===== config.mk =====
export PLATFORM = sky130hd
export DESIGN_NAME = ps2_key_decoder
export DESIGN_NICKNAME = d
export VERILOG_FILES = /design/src/rtl/ps2_pkg.sv /design/src/rtl/ps2_frame_rx.sv /design/src/rtl/ps2_key_decoder.sv
export SDC_FILE = /design/constraint.sdc
export NUM_CORES = 1
export LEC_CHECK = 0
export ABC_AREA = 1
export CAP_MARGIN = 20
export CORE_UTILIZATION = 40
export DETAILED_ROUTE_END_ITERATION = 6
export PLACE_DENSITY_LB_ADDON = 0.08
export SETUP_SLACK_MARGIN = 0.05
export SYNTH_ARGS = -nofsm -noshare
export SYNTH_HDL_FRONTEND = slang
export SYNTH_SLANG_ARGS = --single-unit

===== constraint.sdc =====
create_clock -name clk -period 4.9 [get_ports clk]
set_clock_uncertainty 0.1 [all_clocks]
set_input_delay 0.735 -clock clk [delete_from_list [all_inputs] [get_ports clk]]
set_output_delay 0.735 -clock clk [all_outputs]
set_load 0.02 [all_outputs]

===== src/rtl/ps2_pkg.sv =====
// PS/2 scan-code constants, key indices, frame FSM encoding and the make-code matcher.
package ps2_pkg;

  localparam logic [7:0] SC_EXT   = 8'hE0;
  localparam logic [7:0] SC_BRK   = 8'hF0;
  localparam logic [7:0] SC_UP    = 8'h75;
  localparam logic [7:0] SC_DOWN  = 8'h72;
  localparam logic [7:0] SC_LEFT  = 8'h6B;
  localparam logic [7:0] SC_RIGHT = 8'h74;
  localparam logic [7:0] SC_ENTER = 8'h5A;
  localparam logic [7:0] SC_SPACE = 8'h29;

  localparam int FRAME_BITS = 11;

  localparam int KEY_UP    = 0;
  localparam int KEY_DOWN  = 1;
  localparam int KEY_LEFT  = 2;
  localparam int KEY_RIGHT = 3;
  localparam int KEY_ENTER = 4;
  localparam int KEY_SPACE = 5;
  localparam int NUM_KEYS  = 6;

  typedef enum logic [1:0] {
    ST_IDLE  = 2'd0,
    ST_RECV  = 2'd1,
    ST_CHECK = 2'd2
  } frame_state_e;

  // Arrows exist only as extended codes; Enter and Space only as plain codes.
  function automatic logic [NUM_KEYS-1:0] key_match(input logic ext, input logic [7:0] code);
    logic [NUM_KEYS-1:0] hit;
    hit = '0;
    if (ext) begin
      case (code)
        SC_UP:    hit[KEY_UP]    = 1'b1;
        SC_DOWN:  hit[KEY_DOWN]  = 1'b1;
        SC_LEFT:  hit[KEY_LEFT]  = 1'b1;
        SC_RIGHT: hit[KEY_RIGHT] = 1'b1;
        default:  hit = '0;
      endcase
    end else begin
      case (code)
        SC_ENTER: hit[KEY_ENTER] = 1'b1;
        SC_SPACE: hit[KEY_SPACE] = 1'b1;
        default:  hit = '0;
      endcase
    end
    return hit;
  endfunction

endpackage


===== src/rtl/ps2_frame_rx.sv =====
// PS/2 frame receiver: syncs ps2_clk/ps2_data, registers falling edges (SYNC_STAGES+1 clk after the raw fall),
// and checks 11-bit frames; code_valid/frame_err pulse 1 clk after the stop-bit edge. No backpressure.
module ps2_frame_rx
  import ps2_pkg::*;
#(
  parameter int TIMEOUT_CYCLES = 200000,
  parameter int SYNC_STAGES    = 2
) (
  input  logic       clk,
  input  logic       rst,
  input  logic       ps2_clk,
  input  logic       ps2_data,
  output logic [7:0] scan_code,
  output logic       code_valid,
  output logic       frame_err
);

  localparam int CNT_W = (TIMEOUT_CYCLES > 2) ? $clog2(TIMEOUT_CYCLES) : 1;
  localparam logic [CNT_W-1:0] CNT_LAST = CNT_W'(TIMEOUT_CYCLES - 1);
  localparam logic [3:0] STOP_IDX = 4'(FRAME_BITS - 2);

  logic [SYNC_STAGES-1:0] clk_sync_q, clk_sync_d, data_sync_q, data_sync_d;
  logic                   clk_prev_q, clk_prev_d;
  logic                   edge_q, edge_d;
  logic                   bit_q, bit_d;
  frame_state_e           state_q, state_d;
  logic [3:0]             bitcnt_q, bitcnt_d;
  logic [8:0]             shift_q, shift_d;
  logic [CNT_W-1:0]       cnt_q, cnt_d;
  logic [7:0]             scan_code_q, scan_code_d;
  logic                   code_valid_q, code_valid_d;
  logic                   frame_err_q, frame_err_d;

  always_comb begin
    clk_sync_d  = {clk_sync_q[SYNC_STAGES-2:0], ps2_clk};
    data_sync_d = {data_sync_q[SYNC_STAGES-2:0], ps2_data};
    clk_prev_d  = clk_sync_q[SYNC_STAGES-1];
    edge_d      = clk_prev_q & ~clk_sync_q[SYNC_STAGES-1];
    bit_d       = data_sync_q[SYNC_STAGES-1];
  end

  always_comb begin
    state_d      = state_q;
    bitcnt_d     = bitcnt_q;
    shift_d      = shift_q;
    cnt_d        = cnt_q;
    scan_code_d  = scan_code_q;
    code_valid_d = 1'b0;
    frame_err_d  = 1'b0;
    if (edge_q) cnt_d = '0;
    case (state_q)
      ST_IDLE: begin
        if (edge_q && !bit_q) begin
          state_d  = ST_RECV;
          bitcnt_d = '0;
        end
      end
      ST_RECV: begin
        if (edge_q) begin
          if (bitcnt_q == STOP_IDX) begin
            state_d = ST_CHECK;
            // shift_q holds {parity, data}; odd parity means the XOR over all nine is 1
            if (bit_q && (^shift_q)) begin
              scan_code_d  = shift_q[7:0];
              code_valid_d = 1'b1;
            end else begin
              frame_err_d = 1'b1;
            end
          end else begin
            shift_d  = {bit_q, shift_q[8:1]};
            bitcnt_d = bitcnt_q + 4'd1;
          end
        end else if (cnt_q == CNT_LAST) begin
          frame_err_d = 1'b1;
          state_d     = ST_IDLE;
          cnt_d       = '0;
        end else begin
          cnt_d = cnt_q + 1'b1;
        end
      end
      ST_CHECK: state_d = ST_IDLE;
      default:  state_d = ST_IDLE;
    endcase
  end

  always_ff @(posedge clk or posedge rst) begin
    if (rst) begin
      clk_sync_q   <= '1;
      data_sync_q  <= '1;
      clk_prev_q   <= 1'b1;
      edge_q       <= 1'b0;
      bit_q        <= 1'b1;
      state_q      <= ST_IDLE;
      bitcnt_q     <= '0;
      shift_q      <= '0;
      cnt_q        <= '0;
      scan_code_q  <= 8'h00;
      code_valid_q <= 1'b0;
      frame_err_q  <= 1'b0;
    end else begin
      clk_sync_q   <= clk_sync_d;
      data_sync_q  <= data_sync_d;
      clk_prev_q   <= clk_prev_d;
      edge_q       <= edge_d;
      bit_q        <= bit_d;
      state_q      <= state_d;
      bitcnt_q     <= bitcnt_d;
      shift_q      <= shift_d;
      cnt_q        <= cnt_d;
      scan_code_q  <= scan_code_d;
      code_valid_q <= code_valid_d;
      frame_err_q  <= frame_err_d;
    end
  end

  assign scan_code  = scan_code_q;
  assign code_valid = code_valid_q;
  assign frame_err  = frame_err_q;

endmodule


===== src/rtl/ps2_key_decoder.sv =====
// PS/2 game-key decoder: E0/F0 prefix tracking, one-cycle key pulses 1 clk after code_valid; no backpressure.
// Define PS2_NOREPEAT_EN to suppress typematic repeats with a per-key held register.
module ps2_key_decoder
  import ps2_pkg::*;
#(
  parameter int TIMEOUT_CYCLES = 200000,
  parameter int SYNC_STAGES    = 2
) (
  input  logic       clk,
  input  logic       rst,
  input  logic       ps2_clk,
  input  logic       ps2_data,
  output logic       up,
  output logic       down,
  output logic       left,
  output logic       right,
  output logic       enter,
  output logic       space,
  output logic [7:0] scan_code,
  output logic       code_valid,
  output logic       frame_err
);

  logic                ext_q, ext_d;
  logic                brk_q, brk_d;
  logic [NUM_KEYS-1:0] key_q, key_d;
  logic [NUM_KEYS-1:0] hit;
`ifdef PS2_NOREPEAT_EN
  logic [NUM_KEYS-1:0] held_q, held_d;
`endif

  ps2_frame_rx #(
    .TIMEOUT_CYCLES(TIMEOUT_CYCLES),
    .SYNC_STAGES   (SYNC_STAGES)
  ) u_rx (
    .clk       (clk),
    .rst       (rst),
    .ps2_clk   (ps2_clk),
    .ps2_data  (ps2_data),
    .scan_code (scan_code),
    .code_valid(code_valid),
    .frame_err (frame_err)
  );

  assign hit = key_match(ext_q, scan_code);

  always_comb begin
    ext_d = ext_q;
    brk_d = brk_q;
    key_d = '0;
`ifdef PS2_NOREPEAT_EN
    held_d = held_q;
`endif
    if (frame_err) begin
      ext_d = 1'b0;
      brk_d = 1'b0;
`ifdef PS2_NOREPEAT_EN
      held_d = '0;
`endif
    end else if (code_valid) begin
      if (scan_code == SC_EXT) begin
        ext_d = 1'b1;
      end else if (scan_code == SC_BRK) begin
        brk_d = 1'b1;
      end else begin
        ext_d = 1'b0;
        brk_d = 1'b0;
`ifdef PS2_NOREPEAT_EN
        if (!brk_q) begin
          key_d  = hit & ~held_q;
          held_d = held_q | hit;
        end else begin
          held_d = held_q & ~hit;
        end
`else
        if (!brk_q) key_d = hit;
`endif
      end
    end
  end

  always_ff @(posedge clk or posedge rst) begin
    if (rst) begin
      ext_q <= 1'b0;
      brk_q <= 1'b0;
      key_q <= '0;
`ifdef PS2_NOREPEAT_EN
      held_q <= '0;
`endif
    end else begin
      ext_q <= ext_d;
      brk_q <= brk_d;
      key_q <= key_d;
`ifdef PS2_NOREPEAT_EN
      held_q <= held_d;
`endif
    end
  end

  assign up    = key_q[KEY_UP];
  assign down  = key_q[KEY_DOWN];
  assign left  = key_q[KEY_LEFT];
  assign right = key_q[KEY_RIGHT];
  assign enter = key_q[KEY_ENTER];
  assign space = key_q[KEY_SPACE];

endmodule


==> results.tsv, run 1 <==
stage	metric	value	unit
run_status	outcome	finished clean	
floorplanning	ioPinCount	20	
timing	finalCriticalPeriod	2260	ps
yosys	synth_seq_cells	58	
yosys	synth_edf_count	0	
timing	tightest_slew	721	ps
clock_tree	cts_resized	0	
finish	seq_area	0.00146	mm^2
worst_setup_path	path_delay_family	buffers and inverters	
worst_setup_path	cp_slowest_cell	clkdlybuf4s50_1	
global_route	grt_pass1_wl	10400	um
yosys	syn_inst	368	
global_route	grt_max_degree	38	
timing	max_slew_margin	51.9	%
worst_setup_path	crit_path_max_incr_delay	640	ps
yosys	syn_area	0.00302	mm^2
placement	dp_hpwl	4530	um
yosys	yosys.area.top_type_share	43.1	%
drt	first_pass_iters	5	
clock_tree	cts_buffer_depth	2	
placement	port_buffers	19	
worst_setup_path	start_kind	flip-flop	
timing	final_hold_viol_count	0	
placement	post-place-ws	2780	ps
finish	multiInputGateArea	0.00135	mm^2
finish	layout-area-overhead-vs-synth	17.7	%
clock_tree	clk_latency	340	ps
worst_setup_path	cp_max_fo	6	
floorplanning	rows	31	
clock_tree	cts_max_level	3	
drt	wirelength	6290	um
global_route	grt_usage	17.7	%
clock_tree	clkTransAtPathRegs	70	ps
hold_path	worstHoldPathType	flip-flop to flip-flop	
floorplanning	die_area	0.00790	mm^2
clock_tree	root_buffer	clkbuf_8	
worst_setup_path	worstPathArrival	1430	ps
yosys	synth_top_flop_cell	dfrtp_1	
yosys	avgSynthCellArea	8.20	um^2
floorplanning	start_util	41.4	%
yosys	syn_nets	375	
finish	layout_commonest_cell	nand2_1	
timing	slew_viol_final	0	
clock_tree	cts_sinks	58	
floorplanning	die_h	88.9	um
drt	vias	2397	
timing	fmax	0.442	GHz
floorplanning	die_w	88.9	um
global_route	grt_overflow	0	
timing	setup_viol	0	
global_route	first_global_vias	2211	
timing	layout_worst_path_cycle_share	46.2	%
clock_tree	ctsHoldBuffers	0	
finish	fillers	747	
job	drv_cap	0	
clock_tree	post_cts_buffers	0	
global_route	antenna_found_initial	0	
power_and_ir_drop	leakage	1.66	nW
floorplanning	core	0.00729	mm^2
drt	ant_nets	0	
finish	final_cell_mix	106 x nand2_1, 52 x dfrtp_1, 35 x inv_1	
yosys	yosysUniqueCellTypes	36	
clock_tree	tritoncts	yes	
worst_setup_path	path_cells	clkdlybuf4s50_1	
power_and_ir_drop	p_per_area	458	mW/mm^2
worst_setup_path	critPathBufInv	1	
worst_setup_path	cp.required	4070	ps
timing	setup_slack	2640	ps
drt	detail_route.vias_per_cell	4.81	
power_and_ir_drop	irDropWorstVdd	256	uV
drt	drt_iter0_markers	72	
finish	diodes	0	
yosys	synth.top_cells.by_area	dfrtp_1 43%, nand2_1 13%, dfstp_2 5.2%, inv_1 4.5%, nand3_1 4.3%	
worst_setup_path	crit_path_end_kind	output port	
clock_tree	numCtsBuffers	9	
power_and_ir_drop	p_total	1.63	mW
placement	routabilityCongestion	0.761	
yosys	yosysSeqAreaShare	48.3	%
yosys	synth.largest_area_cell	dfrtp_1	
finish	drive_gt1_share	13.8	%
yosys	ys_async_sr_fraction	100	%
worst_setup_path	critical_path_class	flip-flop to output port	
drt	drcViolationCount	0	
timing	rsz0062_at_grt	no	
finish	final_nets	401	
timing	fin_tns_setup	0	ps
yosys	yosys_warnings	0	
drt	wl_per_cell	12.6	um
routing by layer:
layer,GRT usage [%],wire [um]
met1,24.1,3160
met3,4.76,199
met5,0,0
met2,27.1,2830
met4,6.60,101
state kept, by name (all words and copies together) (netlist names):
signal / count
u_rx.cnt_q: 18
u_rx.shift_q: 9
u_rx.scan_code: 8
key_q: 6
u_rx.bitcnt_q: 4
u_rx.clk_sync_q: 2
u_rx.data_sync_q: 2
u_rx.state_q: 2
brk_q: 1
ext_q: 1
u_rx.bit_q: 1
u_rx.clk_prev_q: 1
u_rx.code_valid: 1
u_rx.edge_q: 1
u_rx.frame_err: 1
per-stage QoR:
stage | util [%] | hold WS [ps] | instance area [um^2] | instances
after floorplan | - | 245 | 3020 | 368
after global placement | 45.4 | 245 | 3310 | 482
after detailed placement | 45.4 | 247 | 3310 | 482
after CTS | 48.7 | 257 | 3550 | 498
after global routing | 48.7 | 262 | 3550 | 498
final | 48.7 | 256 | 3550 | 498
path summary, 6_finish.rpt:
check | slack (ps) | cells past startpoint | end | start
min in group asynchronous | 620 | 2 | u_rx.cnt_q[10]$_DFF_PP0_ | rst
hold / removal | 260 | 0 | u_rx.bit_q$_DFF_PP1_ | u_rx.data_sync_q[1]$_DFF_PP1_
hold reg to reg | 260 | 0 | u_rx.bit_q$_DFF_PP1_ | u_rx.data_sync_q[1]$_DFF_PP1_
setup / recovery | 2640 | 1 | scan_code[1] | u_rx.scan_code[1]$_DFFE_PP0P_
setup reg to reg | 3010 | 8 | u_rx.scan_code[1]$_DFFE_PP0P_ | u_rx.state_q[1]$_DFFE_PP0P_
max in group asynchronous | 3210 | 3 | u_rx.clk_sync_q[0]$_DFF_PP1_ | rst
Yosys cell counts, types with 4 or more instances:
cell type    n
nand3_1     26
nand2_1    106
nor3_1       5
o21ai_1     21
nand2_2      5
xnor2_1      5
inv_1       36
dfrtp_1     52
a21oi_1      6
nand3_2      4
nor2_1      25
buf_2        4
dfstp_2      6
o21ai_0      5
xor2_1       7
nor4_1       4
inv_2       12
nand4_1     10
power breakdown:
part           internal, mW  switching, mW  total [mW]
Sequential            0.545         0.0861       0.631
Combinational         0.157          0.302       0.459
Clock                 0.338          0.201       0.539
Total                  1.04          0.589        1.63
area by class of cell:
type / count / share of cell area (%)
sequential: 58 / 41.1
multi-input combinational: 255 / 37.9
timing repair buffer: 20 / 5.56
inverter: 50 / 5.28
clock buffer: 9 / 3.49
tap: 99 / 3.49
clock inverter: 7 / 3.27
logic make-up (layout without fill, tap and decap cells):
group	after synthesis	count (layout)	synth area share, %
AO/OA/AOI/OAI	39	39	7.05
XOR/XNOR	12	12	3.48
adder cells (fa/ha/maj)	3	3	1.24
buffers and inverters	55	86	7.13
flip-flops	58	58	48.3
multiplexers	3	3	1.12
AND/OR/NAND/NOR	198	198	31.7
Power figures use the tool's default switching activity.
==> run 2: changes to the inputs <==
Clock period 4.9 ns to 2.25 ns, I/O delays scaled along.
==> results.tsv, run 2 (synthesis results as in run 1) <==
stage	metric	value	unit	change
run_status	outcome	finished clean		unchanged
power_and_ir_drop	p_per_area	985	mW/mm^2	was 458 mW/mm^2
global_route	grt_usage	16.8	%	was 17.7%
timing	max_slew_margin	69.3	%	was 51.9%
timing	final_hold_viol_count	0		unchanged
finish	layout_commonest_cell	nand2_1		unchanged
global_route	grt_max_degree	46		was 38
clock_tree	ctsHoldBuffers	0		unchanged
floorplanning	die_h	88.9	um	unchanged
worst_setup_path	cp.required	2430	ps	was 4070 ps
worst_setup_path	cp_max_fo	5		was 6
placement	routabilityCongestion	0.779		was 0.761
worst_setup_path	critPathBufInv	1		unchanged
timing	slew_viol_final	0		unchanged
clock_tree	numCtsBuffers	9		unchanged
finish	final_cell_mix	106 x nand2_1, 52 x dfrtp_1, 35 x inv_1		unchanged
clock_tree	tritoncts	yes		unchanged
global_route	grt_overflow	0		unchanged
timing	finalCriticalPeriod	1860	ps	
drt	detail_route.vias_per_cell	4.77		was 4.81
worst_setup_path	crit_path_max_incr_delay	410	ps	was 640 ps
timing	holdWs	172	ps	was 256 ps
finish	drive_gt1_share	13.7	%	was 13.8%
floorplanning	die_w	88.9	um	unchanged
clock_tree	post_cts_buffers	0		unchanged
drt	drt_iter0_markers	135		was 72
clock_tree	cts_max_level	3		unchanged
floorplanning	ioPinCount	20		unchanged
clock_tree	cts_resized	0		unchanged
floorplanning	core	0.00729	mm^2	unchanged
finish	finalInstanceArea	0.00357	mm^2	was 0.00355 mm^2
worst_setup_path	crit_top_cell	nand2_1		
clock_tree	cts_sinks	58		unchanged
drt	vias	2384		was 2397
drt	first_pass_iters	4		was 5
timing	fmax	0.537	GHz	
timing	setup_viol	0		unchanged
clock_tree	clkTransAtPathRegs	70	ps	about the same
worst_setup_path	crit_path_end_kind	flip-flop		was output port
placement	port_buffers	19		unchanged
job	drv_cap	0		unchanged
timing	rsz0062_at_grt	no		unchanged
worst_setup_path	start_kind	flip-flop		unchanged
worst_setup_path	path_cells	ha_1, nand2_2, clkinv_1, nand2_1, nor3_1, nand4_1, nand2_1, nor2_1, nand3_1, nand2_1		was clkdlybuf4s50_1
worst_setup_path	worstPathArrival	2040	ps	was 1430 ps
placement	place_area	0.00334	mm^2	was 0.00331 mm^2
timing	setup_slack	386	ps	was 2640 ps
finish	largest-register	u_rx.cnt_q		unchanged
drt	wl_per_cell	12.0	um	was 12.6 um
hold_path	worstHoldPathType	input pin to async pin		was flip-flop to flip-flop
finish	largest_register_ffs	18		unchanged
drt	ant_nets	0		unchanged
finish	fillers	752		was 747
timing	tightest_slew	459	ps	was 721 ps
clock_tree	cts_buffer_depth	2		unchanged
global_route	antenna_found_initial	0		unchanged
floorplanning	start_util	41.4	%	unchanged
timing	layout_worst_path_cycle_share	82.8	%	
clock_tree	clk_latency	330	ps	was 340 ps
power_and_ir_drop	irDropWorstVdd	557	uV	was 256 uV
worst_setup_path	critical_path_class	flip-flop to flip-flop		was flip-flop to output port
power_and_ir_drop	p_total	3.52	mW	was 1.63 mW
worst_setup_path	cp_slowest_cell	dfrtp_1		was clkdlybuf4s50_1
placement	dp_hpwl	4290	um	was 4530 um
global_route	grt_pass1_wl	9900	um	was 10400 um
worst_setup_path	path_delay_family	simple AND/OR/NAND/NOR gates		was buffers and inverters
power_and_ir_drop	leakage	1.67	nW	was 1.66 nW
drt	drcViolationCount	0		unchanged
drt	wirelength	6000	um	was 6290 um
finish	layout-area-overhead-vs-synth	18.4	%	was 17.7%
finish	final_nets	403		was 401
floorplanning	rows	31		unchanged
timing	fin_tns_setup	0	ps	unchanged
clock_tree	root_buffer	clkbuf_8		unchanged
finish	diodes	0		unchanged
floorplanning	die_area	0.00790	mm^2	unchanged
global_route	first_global_vias	2048		was 2211
placement	post-place-ws	383	ps	was 2780 ps
==> run 2: cell count changes in the layout (fill, tap and decap cells not counted), sizes merged <==
cell | before | now
inv | 49 | 48
buf | 1 | 3
clkinv | 4 | 3
clkbuf | 9 | 11
==> run 2: metrics by stage <==
stage / cells / util (%)
finish: 500 / 49.0
global route: 500 / 49.0
CTS: 500 / 49.0
detailed placement: 484 / 45.8
global placement: 484 / 45.8
floorplan: 368 / -
==> run 2: cell type report <==
cell class	count	area [um^2]	share of cell area, %
clock buffer	11	131	3.68
clock inverter	5	103	2.87
tap	99	124	3.47
inverter	50	188	5.25
sequential	58	1460	40.8
multi-input combinational	255	1350	37.6
timing repair buffer	22	225	6.30
==> run 2: per-layer routing <==
layer | vias to the layer above | share of wire (%) | global-route usage (%)
met1 | 1106 | 51 | 24.0
li1 | 1241 | - | -
met2 | 33 | 44 | 24.3
met5 | - | 0 | 0
met3 | 4 | 3.5 | 4.76
met4 | 0 | 0.70 | 6.16
==> run 2: report_power, final <==
group / internal [mW] / switching, mW
registers: 1.19 / 0.181
clock network: 0.735 / 0.416
logic: 0.354 / 0.650
==> run 2: worst reg2reg max path: stages (launching register included) <==
cell      delay, ps
dfrtp_1         410
ha_1            220
nand2_2         110
clkinv_1         90
nand2_1         110
nor3_1           60
nand4_1         100
nand2_1         100
nor2_1          320
nand3_1         130
nand2_1          80
==> run 2: path summary, 6_finish.rpt <==
check,start,end,slack [ps],cells past startpoint
max,u_rx.cnt_q[1]$_DFF_PP0_,u_rx.cnt_q[17]$_DFF_PP0_,390,10
min,rst,u_rx.cnt_q[8]$_DFF_PP0_,170,2
max reg2reg,u_rx.cnt_q[1]$_DFF_PP0_,u_rx.cnt_q[17]$_DFF_PP0_,390,10
min reg2reg,u_rx.data_sync_q[1]$_DFF_PP1_,u_rx.bit_q$_DFF_PP1_,260,0
max in group asynchronous,rst,u_rx.clk_sync_q[0]$_DFF_PP1_,1270,3
min in group clk,u_rx.data_sync_q[1]$_DFF_PP1_,u_rx.bit_q$_DFF_PP1_,260,0
